File: src/rtl/dpwm_pkg.sv
// Shared types, default sizes and helpers for the DPWM controller slice.
package dpwm_pkg;

    localparam int unsigned CW_DEFAULT  = 6;
    localparam int unsigned W_DEFAULT   = CW_DEFAULT + 2;
    localparam int unsigned MAX_DEFAULT = (32'd1 << W_DEFAULT) - 32'd1;
    localparam int unsigned DT_DEFAULT  = 2;

    typedef enum logic [1:0] {
        IDLE  = 2'd0,
        RUN   = 2'd1,
        DRAIN = 2'd2
    } state_e;

    // Total period counter width for a given coarse width (coarse + 2 fine bits).
    function automatic int unsigned cnt_width(input int unsigned cw);
        return cw + 32'd2;
    endfunction

    // Terminal count of the period counter for a given coarse width.
    function automatic int unsigned cnt_max(input int unsigned cw);
        return (32'd1 << (cw + 32'd2)) - 32'd1;
    endfunction

    // Complementary-output window: opens DT cycles after the main pulse ends and
    // closes DT cycles before the period wraps. Evaluated in 32 bits so that
    // active+dt can never wrap back into range.
    function automatic logic dead_time_on(input int unsigned cnt,
                                          input int unsigned active,
                                          input int unsigned dt,
                                          input int unsigned max_cnt);
        return (cnt >= active + dt) && (cnt <= max_cnt - dt);
    endfunction

endpackage

File: src/rtl/dpwm_if.sv
// Duty-command handshake between the compensator (master) and the DPWM (slave).
interface dpwm_if
    import dpwm_pkg::*;
#(
    parameter int unsigned W = W_DEFAULT
);

    logic [W-1:0] duty_in;
    logic         duty_valid;
    logic         duty_ready;

    modport master (
        output duty_in,
        output duty_valid,
        input  duty_ready
    );

    modport slave (
        input  duty_in,
        input  duty_valid,
        output duty_ready
    );

endinterface

File: src/rtl/dpwm_period_cnt.sv
// Period counter built from a CW-bit coarse stage and a 2-bit fine phase.
module dpwm_period_cnt
    import dpwm_pkg::*;
#(
    parameter int unsigned CW = CW_DEFAULT
) (
    input  logic          clk,
    input  logic          rst,
    input  logic          inc,
    input  logic          clr,
    output logic [CW+1:0] cnt,
    output logic          wrap,
    output logic [1:0]    phase
);

    logic [CW-1:0] coarse_q, coarse_d;
    logic [1:0]    fine_q, fine_d;

    // Next count: clear wins over increment; coarse advances on fine carry.
    always_comb begin
        coarse_d = coarse_q;
        fine_d   = fine_q;
        if (clr) begin
            coarse_d = '0;
            fine_d   = '0;
        end else if (inc) begin
            fine_d = fine_q + 2'd1;
            if (fine_q == 2'b11) begin
                coarse_d = coarse_q + 1'b1;
            end
        end
    end

    // Counter registers with synchronous active-low reset.
    always_ff @(posedge clk) begin
        if (!rst) begin
            coarse_q <= '0;
            fine_q   <= '0;
        end else begin
            coarse_q <= coarse_d;
            fine_q   <= fine_d;
        end
    end

    assign cnt   = {coarse_q, fine_q};
    assign wrap  = &{coarse_q, fine_q};
    assign phase = fine_q;

endmodule

File: src/rtl/dpwm_ctrl.sv
// Counter-based DPWM: double-buffered duty, complementary outputs with dead time,
// start/stop sequencing through IDLE, RUN and DRAIN.
module dpwm_ctrl
    import dpwm_pkg::*;
#(
    parameter int unsigned CW = CW_DEFAULT,
    parameter int unsigned DT = DT_DEFAULT
) (
    input  logic       clk,
    input  logic       rst,
    input  logic       en,
    dpwm_if.slave      duty,
    output logic       pwm_out,
    output logic       pwm_n,
    output logic       period_start,
    output logic [1:0] phase,
    output logic       busy
);

    localparam int unsigned W    = cnt_width(CW);
    localparam int unsigned MAX  = cnt_max(CW);
    localparam int unsigned DMAX = MAX - 32'd3;
    localparam logic [W-1:0] DMAX_V = W'(DMAX);

    state_e       state_q, state_d;
    logic [W-1:0] active_q, active_d;
    logic [W-1:0] shadow_q, shadow_d;
    logic         shadow_full_q, shadow_full_d;
    logic         pwm_out_q, pwm_out_d;
    logic         pwm_n_q, pwm_n_d;
    logic         period_start_q, period_start_d;

    logic [W-1:0] cnt;
    logic         wrap;
    logic         cnt_inc;
    logic         cnt_clr;
    logic         accept;
    logic         load_active;
    logic         busy_next;
    logic [W-1:0] duty_clamped;

    dpwm_period_cnt #(
        .CW (CW)
    ) u_cnt (
        .clk   (clk),
        .rst   (rst),
        .inc   (cnt_inc),
        .clr   (cnt_clr),
        .cnt   (cnt),
        .wrap  (wrap),
        .phase (phase)
    );

    assign duty.duty_ready = !shadow_full_q;
    assign accept          = duty.duty_valid && !shadow_full_q;
    assign duty_clamped    = (duty.duty_in > DMAX_V) ? DMAX_V : duty.duty_in;

    // The counter sits at zero in IDLE and free-runs otherwise; a drain that
    // ends at MAX wraps to zero on its own, so no extra clear is needed there.
    assign cnt_clr = (state_q == IDLE);
    assign cnt_inc = (state_q != IDLE);

    // Next-state logic for run/stop sequencing.
    always_comb begin
        state_d = state_q;
        unique case (state_q)
            IDLE:    if (en) state_d = RUN;
            RUN:     if (!en) state_d = DRAIN;
            DRAIN: begin
                if (en) begin
                    state_d = RUN;
                end else if (wrap) begin
                    state_d = IDLE;
                end
            end
            default: state_d = IDLE;
        endcase
    end

    // Shadow/active double buffer. A wrap in DRAIN with en already back high
    // continues as a RUN period boundary, so the pending command is taken there too.
    always_comb begin
        active_d      = active_q;
        shadow_d      = shadow_q;
        shadow_full_d = shadow_full_q;
        load_active   = ((state_q == IDLE) && en) ||
                        (wrap && ((state_q == RUN) || ((state_q == DRAIN) && en)));
        if (load_active && shadow_full_q) begin
            active_d      = shadow_q;
            shadow_full_d = 1'b0;
        end
        if (accept) begin
            shadow_d      = duty_clamped;
            shadow_full_d = 1'b1;
        end
    end

    // Output decode from the current count; registered one cycle later.
    always_comb begin
        busy_next      = (state_d != IDLE);
        pwm_out_d      = busy_next && (cnt < active_q);
        pwm_n_d        = busy_next &&
                         dead_time_on(32'(cnt), 32'(active_q), DT, MAX);
        period_start_d = (state_q == RUN) && (cnt == '0);
    end

    // FSM state register.
    always_ff @(posedge clk) begin
        if (!rst) begin
            state_q <= IDLE;
        end else begin
            state_q <= state_d;
        end
    end

    // Duty buffers and registered outputs.
    always_ff @(posedge clk) begin
        if (!rst) begin
            active_q       <= '0;
            shadow_q       <= '0;
            shadow_full_q  <= 1'b0;
            pwm_out_q      <= 1'b0;
            pwm_n_q        <= 1'b0;
            period_start_q <= 1'b0;
        end else begin
            active_q       <= active_d;
            shadow_q       <= shadow_d;
            shadow_full_q  <= shadow_full_d;
            pwm_out_q      <= pwm_out_d;
            pwm_n_q        <= pwm_n_d;
            period_start_q <= period_start_d;
        end
    end

    assign pwm_out      = pwm_out_q;
    assign pwm_n        = pwm_n_q;
    assign period_start = period_start_q;
    assign busy         = (state_q != IDLE);

endmodule
File: src/flat_wrapper.sv
// flat-port wrapper written by rule: the top's interface ports become plain ports
module dpwm_ctrl_flat import dpwm_pkg::*;
#(
    parameter int unsigned CW = CW_DEFAULT,
    parameter int unsigned DT = DT_DEFAULT
)
  (clk, rst, en, pwm_out, pwm_n, period_start, phase, busy, duty_duty_in, duty_duty_valid, duty_duty_ready);
  dpwm_if duty_i ();
  input  logic clk;
  input  logic rst;
  input  logic en;
  output logic pwm_out;
  output logic pwm_n;
  output logic period_start;
  output logic [1:0] phase;
  output logic busy;
  input wire logic [$bits(duty_i.duty_in)-1:0] duty_duty_in;
  input wire logic [$bits(duty_i.duty_valid)-1:0] duty_duty_valid;
  output wire logic [$bits(duty_i.duty_ready)-1:0] duty_duty_ready;
  assign duty_i.duty_in = duty_duty_in;
  assign duty_i.duty_valid = duty_duty_valid;
  assign duty_duty_ready = duty_i.duty_ready;
  dpwm_ctrl #(.CW(CW), .DT(DT)) u_core (.clk(clk), .rst(rst), .en(en), .duty(duty_i), .pwm_out(pwm_out), .pwm_n(pwm_n), .period_start(period_start), .phase(phase), .busy(busy));
endmodule
File: config.mk
export PLATFORM = sky130hd
export DESIGN_NAME = dpwm_ctrl_flat
export DESIGN_NICKNAME = d
export VERILOG_FILES = /design/src/rtl/dpwm_pkg.sv /design/src/rtl/dpwm_if.sv /design/src/rtl/dpwm_period_cnt.sv /design/src/rtl/dpwm_ctrl.sv /design/src/flat_wrapper.sv
export SDC_FILE = /design/constraint.sdc
export NUM_CORES = 1
export LEC_CHECK = 0
export ABC_AREA = 0
export CAP_MARGIN = 20
export CORE_MARGIN = 4
export CORE_UTILIZATION = 45
export DETAILED_ROUTE_END_ITERATION = 7
export DONT_BUFFER_PORTS = 1
export PLACE_DENSITY = 0.67
export SYNTH_ARGS = -nofsm -noshare
export SYNTH_HDL_FRONTEND = slang
export SYNTH_HIERARCHICAL = 1
export SYNTH_SLANG_ARGS = --single-unit
File: constraint.sdc
create_clock -name clk -period 3.1 [get_ports clk]
set_clock_uncertainty 0.2 [all_clocks]
set_input_delay 0.31 -clock clk [delete_from_list [all_inputs] [get_ports clk]]
set_output_delay 0.31 -clock clk [all_outputs]
set_load 0.005 [all_outputs]
==> impl_metrics.toml, run 1 <==
[clock_tree]
ctsHoldBuffers = 10
ctsResizeCount = 0
cts_setup_buffers = 0
clk_pin_slew_ns = 0.06
cts-root-buf = "clkbuf_8"
clock_latency_ns = 0.28
cts_made_buffers = 5
tritoncts = "yes"
cts.sinks = 30
cts.path.max_buffers = 2
cts-htree-levels = 2

[timing]
max-slew-margin-rel_pct = 42.3
timing.final.ws_setup_ns = 0.851
fin_crit_sh_pct = 72.6
hold_violations = 0
fin_hold_ws_ns = 0.0111
min_period_ns = 2.25
tns_ns = 0
fmax_ghz = 0.445
worst_pin_slew_ns = 0.863
rsz0062_at_grt = "no"
drv_slew = 0
finalSetupViolations = 0

[power]
power_uw = 800
p_seq_share_pct = 50.7
switching_power_uw = 195
p_clk_share_pct = 41.5
intPower_uw = 605
leakage_nw = 0.693
ir_drop_mv = 0.262
p_per_area_mw_per_mm2 = 424
switching_share_pct = 24.4
combPwrFrac_pct = 7.8

[grt]
antenna_found_initial = 0
grt_pass1_vias = 1340
gr-usage-all-layers_pct = 15.2
grt_pass1_wl_um = 5950
grt.overflow.total = 0
grt_max_degree = 28

[synthesis]
synthCells = 202
seq_area_frac_synth_pct = 35.6
synthesis.area_sq_mm = 0.00169
netlist.area_leader.share_pct = 35.6
synthArstFlopShare_pct = 0
yosysTopAreaCell = "dfxtp_1"
yosys-top-cells-area = "dfxtp_1, ha_1, nand2_1, mux2i_1, nand3_1"
syn_nets = 232
synth_edf_count = 0
ys.flop_type = "dfxtp_1"
yosys_warnings = 6
synth_most_common_cell = "nand2_1"
netlist_top_cells_count = "nand2_1, dfxtp_1, ha_1"
synth.distinct_cells = 35
syn_area_per_cell_sq_um = 8.36
synth_seq_cells = 30

[placement]
dp.cells = 239
place_ws_ns = 0.962
placed_area_sq_mm = 0.00169
hpwl_um = 2550
place.gp.congestion = 0.807
port_buffers = 0

[routing]
drc_errors = 0
ant_nets = 0
dr_total_vias = 1378
wire_per_inst_um = 13.2
firstDrtPassIters = 4
routed_wl_um = 3400
vias_per_cell = 5.36
drt_iter0_drc = 70

[layout]
fin_cells = 257
drive_gt1_share_pct = 5.21
num_antenna_cells = 0
final_util_pct = 54.4
postLayoutCellArea_sq_mm = 0.00189
nets = 240
area_growth_pct = 11.7

[worst_setup_path]
critPathKind = "in -> reg"
cp_max_fo = 27
worstPathArrival_ns = 2.27
critical_path.startpoint_type = "primary input"
end_kind = "flip-flop"
cp.required_ns = 3.12

[floorplan]
fp.dieH_um = 69.3
num_rows = 21
fp.dieArea_sq_mm = 0.00480
initial_core_util_pct = 48.7
core_region_area_sq_mm = 0.00347
ios = 19
die_x_um = 69.3

[worst_hold_path]
worstHoldPathType = "in -> reg"

[outcome]
outcome = "finished, final reports clean"

[job]
cap_viol_max_count = 0
-- layer usage --
metal	vias up	share of wire [%]	routed length, um	GRT usage (%)
met4	0	1.5	51	5.21
met1	638	48	1620	18.9
met5	-	0	0	0
li1	707	-	-	-
met2	27	45	1540	24.0
met3	6	5.7	194	5.51
-- layout by cell type (no fill, tap or decap), drive strengths merged, types with 2 or more instances in the layout --
cell type    instances
clkbuf               6
nand2               36
mux2i                9
inv                 14
o21ai                9
or3                  3
a21oi                8
a21boi               8
nor3                 4
a211oi               2
nor2b                3
nor4                 2
nor2                10
dlygate4sd3         10
dfxtp               30
xnor2                7
ha                  18
nand3               13
nand4                4
nand2b               2
-- flip-flops by register name, indices dropped and copies added (netlist names) --
register,count
u_core/active_q,8
u_core/pwm_n,1
u_core/shadow_full_q,1
u_core/u_cnt/coarse_q,6
u_core/period_start,1
u_core/shadow_q,8
u_core/pwm_out,1
u_core/state_q,2
u_core/u_cnt/phase,2
-- power by group through the flow --
stage,clock [mW],combinational (mW),sequential [mW]
3_3_place_gp,0,0.0464,0.414
3_5_place_dp,0,0.0480,0.414
4_1_cts,0.340,0.0623,0.406
6_report,0.332,0.0625,0.406
2_1_floorplan,0,0.0489,0.412
5_1_grt,0.361,0.0704,0.407
-- layout make-up --
type,count,area [sq um]
fillers,339,1580
multi-input cells,149,981
flip-flops and latches,30,601
repair buffers,10,100
clock buffers,6,82.6
well taps,46,57.6
inverters,14,52.6
clock inverters,2,12.5
-- logic make-up after synthesis --
logic type	synth area share [%]
fa+ha+maj	13.3
xor+xnor	4.15
buf+inv	6.37
flops	35.6
simple gates	22.4
mux	5.33
compound gates	12.9
-- critical path, stage by stage --
cell,delay (ns)
dlygate4sd3_1,1.10
o21ai_0,0.18
dlygate4sd3_1,0.60
nor2_1,0.07
-- final timing paths --
| check | from | endpoint | slack, ns | cells after the start |
|---|---|---|---|---|
| worst min-delay path | duty_duty_in[0] | u_core/shadow_q[0]$_SDFFE_PN0P_ | 0.01 | 2 |
| worst min register to register | u_core/active_q[7]$_SDFFE_PN0P_ | u_core/active_q[7]$_SDFFE_PN0P_ | 0.26 | 2 |
| worst max register to register | u_core/u_cnt/phase[1]$_SDFFE_PP0P_ | u_core/state_q[1]$_SDFF_PN0_ | 0.95 | 7 |
| worst max-delay path | rst | u_core/shadow_full_q$_SDFFE_PN0P_ | 0.85 | 4 |
Power figures use the tool's default switching activity.
==> run 2, diff against run 1 <==
--- a/config.mk
+++ b/config.mk
@@ -11,7 +11,7 @@
 export CORE_UTILIZATION = 45
 export DETAILED_ROUTE_END_ITERATION = 7
 export DONT_BUFFER_PORTS = 1
-export PLACE_DENSITY = 0.67
+export PLACE_DENSITY = 0.69
 export SYNTH_ARGS = -nofsm -noshare
 export SYNTH_HDL_FRONTEND = slang
 export SYNTH_HIERARCHICAL = 1
==> constraint.sdc (replaced) <==
create_clock -name clk -period 1.95 [get_ports clk]
set_clock_uncertainty 0.2 [all_clocks]
set_input_delay 0.195 -clock clk [delete_from_list [all_inputs] [get_ports clk]]
set_output_delay 0.195 -clock clk [all_outputs]
set_load 0.005 [all_outputs]
==> impl_metrics.toml, run 2 (synthesis gave the netlist of run 1 again) <==
[clock_tree]
cts_setup_buffers = 0
cts-root-buf = "clkbuf_8"
clk_pin_slew_ns = 0.06
clock_latency_ns = 0.28
cts_made_buffers = 5
tritoncts = "yes"
cts.sinks = 30
cts.path.max_buffers = 2
cts-htree-levels = 2

[power]
p_seq_share_pct = 46.1
switching_share_pct = 21.5
combPwrFrac_pct = 8.2
ir_drop_mv = 0.510
leakage_nw = 0.808
p_clk_share_pct = 45.7
p_per_area_mw_per_mm2 = 670
intPower_mw = 1.10
switching_power_uw = 300

[layout]
fillers = 324
most-common-layout-cells = "nand2_1, dfxtp_1, buf_4, ha_1, inv_1"
nets = 261
final_util_pct = 60.1
fin_cells = 277
num_antenna_cells = 0
reg.largest.list = "u_core/active_q: 8 flops, u_core/shadow_q: 8 flops, u_core/u_cnt/coarse_q: 6 flops"
area_growth_pct = 23.5
postLayoutCellArea_sq_mm = 0.00209
final_common_cell = "nand2_1"
drive_gt1_share_pct = 14.3

[routing]
ant_nets = 0
wl_met2_um = 1640
wire_per_inst_um = 12.7
route.met3.wl_um = 232
routed_wl_um = 3510
drt_iter0_drc = 62
firstDrtPassIters = 4
drc_errors = 0
wirelength_met1_um = 1600
dr_total_vias = 1429
highest_layer = "met4"
vias_per_cell = 5.16

[grt]
grt.overflow.total = 0
grt_pass1_wl_um = 6070
grt_max_degree = 29
grt_pass1_vias = 1387
antenna_found_initial = 0
gr-usage-all-layers_pct = 15.5

[floorplan]
core_region_area_sq_mm = 0.00347
fp.dieH_um = 69.3
ios = 19
fp.dieArea_sq_mm = 0.00480
die_x_um = 69.3
num_rows = 21
initial_core_util_pct = 48.7

[worst_setup_path]
critical_path.startpoint_type = "flip-flop"
cp_max_fo = 2
cp.required_ns = 1.96
critPathKind = "reg -> reg"
end_kind = "flip-flop"
worstPathArrival_ns = 1.97

[timing]
hold_violations = 0
timing.final.ws_setup_ns = -0.0139
drv_slew = 0
finalSetupViolations = 1
worst_pin_slew_ns = 0.821
rsz0062_at_grt = "yes"
fmax_ghz = 0.509
max-slew-margin-rel_pct = 45.1
fin_crit_sh_pct = 101
min_period_ns = 1.96

[outcome]
violations = "setup timing"
outcome = "complete, but fails checks"

[placement]
port_buffers = 0
placed_area_sq_mm = 0.00183
place_ws_ns = 0.00802
dp.cells = 257
place.gp.congestion = 0.784
hpwl_um = 2440

[job]
cap_viol_max_count = 0

[worst_hold_path]
worstHoldPathType = "in -> reg"
==> run 2: final timing paths <==
kind                                         from                                     to  slack (ns)  cells after the start
setup / recovery  u_core/active_q[4]$_SDFFE_PN0P_                u_core/pwm_n$_SDFF_PN0_       -0.01                      8
hold / removal                                rst  u_core/u_cnt/coarse_q[1]$_SDFFE_PP0P_        0.05                      2
setup reg to reg  u_core/active_q[4]$_SDFFE_PN0P_                u_core/pwm_n$_SDFF_PN0_       -0.01                      8
hold reg to reg   u_core/shadow_q[1]$_SDFFE_PN0P_        u_core/active_q[1]$_SDFFE_PN0P_        0.26                      2
==> run 2: worst max-delay path, cell delays in order, from the launching register on <==
cell,delay [ns]
dfxtp_1,0.33
inv_1,0.06
nor3_2,0.21
nand3_1,0.12
xnor2_1,0.14
ha_1,0.29
o22ai_1,0.08
a311o_1,0.32
a21oi_1,0.14
==> run 2: repair_timing <==
item                                    in CTS  in global routing
gates resized for setup                      1                  5
pin swaps                                    0                  1
endpoints found under the setup margin       1                  4
hold buffers                                13                  0
endpoints found under the hold margin       20                  0
==> run 2: per-stage QoR <==
step | TNS [ns] | hold slack (ns) | power (mW)
3_3_place_gp | 0 | 0.0725 | 0.740
3_5_place_dp | 0 | 0.0741 | 0.742
2_1_floorplan | 0 | 0.0711 | 0.732
5_1_grt | -0.137 | 0.0584 | 1.45
6_report | -0.0139 | 0.0507 | 1.40
4_1_cts | 0 | 0.0367 | 1.42
==> run 2: final cells by class <==
type	count	area, sq um	area share (%)
timing repair buffer	31	265	12.7
clock buffer	6	82.6	3.96
sequential	30	602	28.9
multi-input combinational	149	996	47.8
tap	46	57.6	2.76
clock inverter	1	30.0	1.44
inverter	14	52.6	2.52
==> run 2: per-layer routing <==
layer  track usage (%)  vias up
met1              19.8      629
met4              6.72        0
met5                 0        -
met2              24.0       43
li1                  -      753
met3              4.64        4
==> run 2: power groups by stage <==
stage | sequential (mW) | combinational, mW | clock, mW
floorplan | 0.654 | 0.0777 | 0
global placement | 0.656 | 0.0841 | 0
detailed placement | 0.656 | 0.0851 | 0
CTS | 0.643 | 0.113 | 0.659
global route | 0.646 | 0.130 | 0.678
finish | 0.643 | 0.115 | 0.639
==> run 3, diff against run 2 <==
--- a/config.mk
+++ b/config.mk
@@ -9,6 +9,7 @@
 export CAP_MARGIN = 20
 export CORE_MARGIN = 4
 export CORE_UTILIZATION = 45
+export CTS_CLUSTER_DIAMETER = 150
 export DETAILED_ROUTE_END_ITERATION = 7
 export DONT_BUFFER_PORTS = 1
 export PLACE_DENSITY = 0.69
==> results of run 3 <==
Final layout, timing and power as in run 2 (identical DEF).
==> edit, RTL diff (config.mk and constraints of run 3) <==
The 3 states of `state_e` get a one-hot encoding in 3 bits.
--- a/src/rtl/dpwm_pkg.sv
+++ b/src/rtl/dpwm_pkg.sv
@@ -6,10 +6,10 @@
     localparam int unsigned MAX_DEFAULT = (32'd1 << W_DEFAULT) - 32'd1;
     localparam int unsigned DT_DEFAULT  = 2;
 
-    typedef enum logic [1:0] {
-        IDLE  = 2'd0,
-        RUN   = 2'd1,
-        DRAIN = 2'd2
+    typedef enum logic [2:0] {
+        IDLE  = 3'b001,
+        RUN   = 3'b010,
+        DRAIN = 3'b100
     } state_e;
 
     // Total period counter width for a given coarse width (coarse + 2 fine bits).
Function: no difference found for any inputs over 10 cycles, from zero or initial values and one cycle with rst low; not proved beyond that.
==> edit against run 3 <==
The flow still finishes with violations (setup timing); fmax down 6.3%; sequential cell count rose by 1; setup slack got worse by 0.13 ns; critical path depth unchanged; wire length increased by 14%; worst hold slack worse by 0.044 ns; area after synthesis is 4.8% higher; cell area increased by 12%; total power is 5.3% higher; highest routed layer unchanged.
==> edit: results (changes against run 3) <==
cellLeakagePower_nw: 0.921  # was 0.808 nW
globalplace.congestion: 0.846  # was 0.784
crit_slowest_cell: "sky130_fd_sc_hd__dfxtp_2"  # was sky130_fd_sc_hd__dfxtp_1
layout-drive-gt1-share: 0.254  # was 0.143
vias: 1592  # was 1429
violations_in_the_final_reports: "setup timing"  # unchanged
ys_warn_count: 6  # unchanged
count_of_final_setup_violators: 1  # unchanged
origin_of_the_worst_setup_path: "u_core/active_q[4]"  # unchanged
timing.rr.start: "u_core/active_q[4]"  # unchanged
critical-path-top-delay-family: "simple AND/OR/NAND/NOR gates"  # was compound AO/OA/AOI/OAI gates
post_synth_num_cell_types: 37  # was 35
nets: 277  # was 261
slowest_delay_ns: 0.37  # was 0.33 ns
irDropWorstVdd_v: 0.000499  # was 0.000510 V
clk_latency_ns: 0.29
net_count_after_synthesis: 240  # was 232
drt_iter0_markers: 68  # was 62
first_pass_detailed_route_iteration_total: 4  # unchanged
worstPathArrival_ns: 2.07  # was 1.97 ns
cts_root_buffer: "sky130_fd_sc_hd__clkbuf_8"  # unchanged
crit_path_max_fanout: 4  # was 2
clk_transition_reported_paths_ns: 0.07
max_slew_margin: 0.328  # was 0.451
final_worst_setup_slack_ns: -0.146  # was -0.0139 ns
setup.worst_path.end_class: "flop"  # unchanged
avgRoutedWirePerCell_microns: 13.5  # was 12.7 microns
grt_overflow_total: 0  # unchanged
hpwl_microns: 2760  # was 2440 microns
status: "complete, but fails checks"  # unchanged
biggestRegsByFlops: "u_core/active_q: 8 flops, u_core/shadow_q: 8 flops, u_core/u_cnt/coarse_q: 6 flops"  # unchanged
drv_slew: 0  # unchanged
grt_pass1_wl_microns: 6620  # was 6070 microns
nFillCells: 311  # was 324
grt_max_degree: 32  # was 29
synth-seq-area-share: 0.351  # was 0.356
number_of_global_route_vias_before_repair: 1485  # was 1387
worstHoldPathType: "primary input to flop"  # unchanged
dpl-instance-area_sq_mm: 0.00201  # was 0.00183 sq mm
most_frequent_cells_after_synthesis: "sky130_fd_sc_hd__nand2_1 (36), sky130_fd_sc_hd__dfxtp_1 (31), sky130_fd_sc_hd__ha_1 (18), sky130_fd_sc_hd__nand3_1 (13), sky130_fd_sc_hd__inv_1 (12)"  # was sky130_fd_sc_hd__nand2_1 (36), sky130_fd_sc_hd__dfxtp_1 (30), sky130_fd_sc_hd__ha_1 (18), sky130_fd_sc_hd__inv_1 (14), sky130_fd_sc_hd__nand3_1 (13)
synth-main-ff-cell: "sky130_fd_sc_hd__dfxtp_1"  # unchanged
grt_usage: 0.162  # was 0.155
synth.top_cells.by_area: "sky130_fd_sc_hd__dfxtp_1 (35%), sky130_fd_sc_hd__ha_1 (13%), sky130_fd_sc_hd__nand2_1 (7.6%)"  # was sky130_fd_sc_hd__dfxtp_1 (36%), sky130_fd_sc_hd__ha_1 (13%), sky130_fd_sc_hd__nand2_1 (8.0%)
edit: repair_timing:
action,in CTS,in global routing
hold buffers,11,0
gates cloned,0,1
setup buffers,1,1
setup endpoints to repair,1,11
resized for setup,5,18
hold endpoints to repair,23,0
pin swaps,6,7
edit: area by class of cell:
type	count	area, sq um	area share
clock buffers	6	82.6	0.0354
well taps	48	60.1	0.0257
clock inverters	2	35.0	0.0150
flip-flops and latches	31	638	0.273
repair buffers	39	328	0.140
multi-input cells	157	1140	0.489
inverters	13	48.8	0.0209
edit: through the flow:
step	setup WS (ns)	cells	hold slack (ns)	power [mW]	setup TNS (ns)
global route	-0.230	296	0.0350	1.54	-0.432
global placement	-0.0735	274	0.0755	0.784	-0.0735
finish	-0.146	296	0.00672	1.47	-0.146
floorplan	-0.0348	210	0.0743	0.766	-0.0348
detailed placement	-0.123	274	0.0770	0.787	-0.123
CTS	-0.115	294	0.00405	1.47	-0.115
edit: how the worst min path moves through the flow:
stage / start / end / slack [ns] / cells past startpoint
6_report: duty_duty_in[7] / u_core/shadow_q[1] / 0.007 / 3
5_1_grt: duty_duty_in[7] / u_core/shadow_q[1] / 0.03 / 3
4_1_cts: duty_duty_in[7] / u_core/shadow_q[1] / 0.004 / 3
3_5_place_dp: en / u_core/state_q[2] / 0.08 / 1
3_3_place_gp: rst / u_core/state_q[0] / 0.08 / 1
2_1_floorplan: en / u_core/state_q[2] / 0.07 / 1
edit: cells by family after synthesis:
logic type	count (synthesis)	share of synthesized area
buffers and inverters	22	0.0551
DFF	31	0.351
xor gates and xnor gates	8	0.0396
muxes	10	0.0565
AOI/OAI and AO/OA	34	0.122
and+or+nand+nor	87	0.249
adders and majority gates	18	0.127
edit: where the power goes:
part	switching (mW)	internal, mW
combinational	0.0734	0.0701
clock	0.248	0.413
sequential	0.0150	0.651
total	0.336	1.13
edit: metal layers:
| layer | global-route usage | part of all wire | routed length [microns] |
|---|---|---|---|
| met4 | 0.0438 | 0.014 | 56 |
| met1 | 0.209 | 0.48 | 1900 |
| met2 | 0.266 | 0.46 | 1850 |
| met5 | 0 | 0 | 0 |
| met3 | 0.0469 | 0.048 | 190 |
edit: worst register-to-register path, delay by kind of cell, from the launching register on:
kind            cells  cell delay [ns]
xor+xnor            1             0.16
compound gates      2             0.47
flops               1             0.37
fa+ha+maj           1             0.27
simple gates        4             0.51
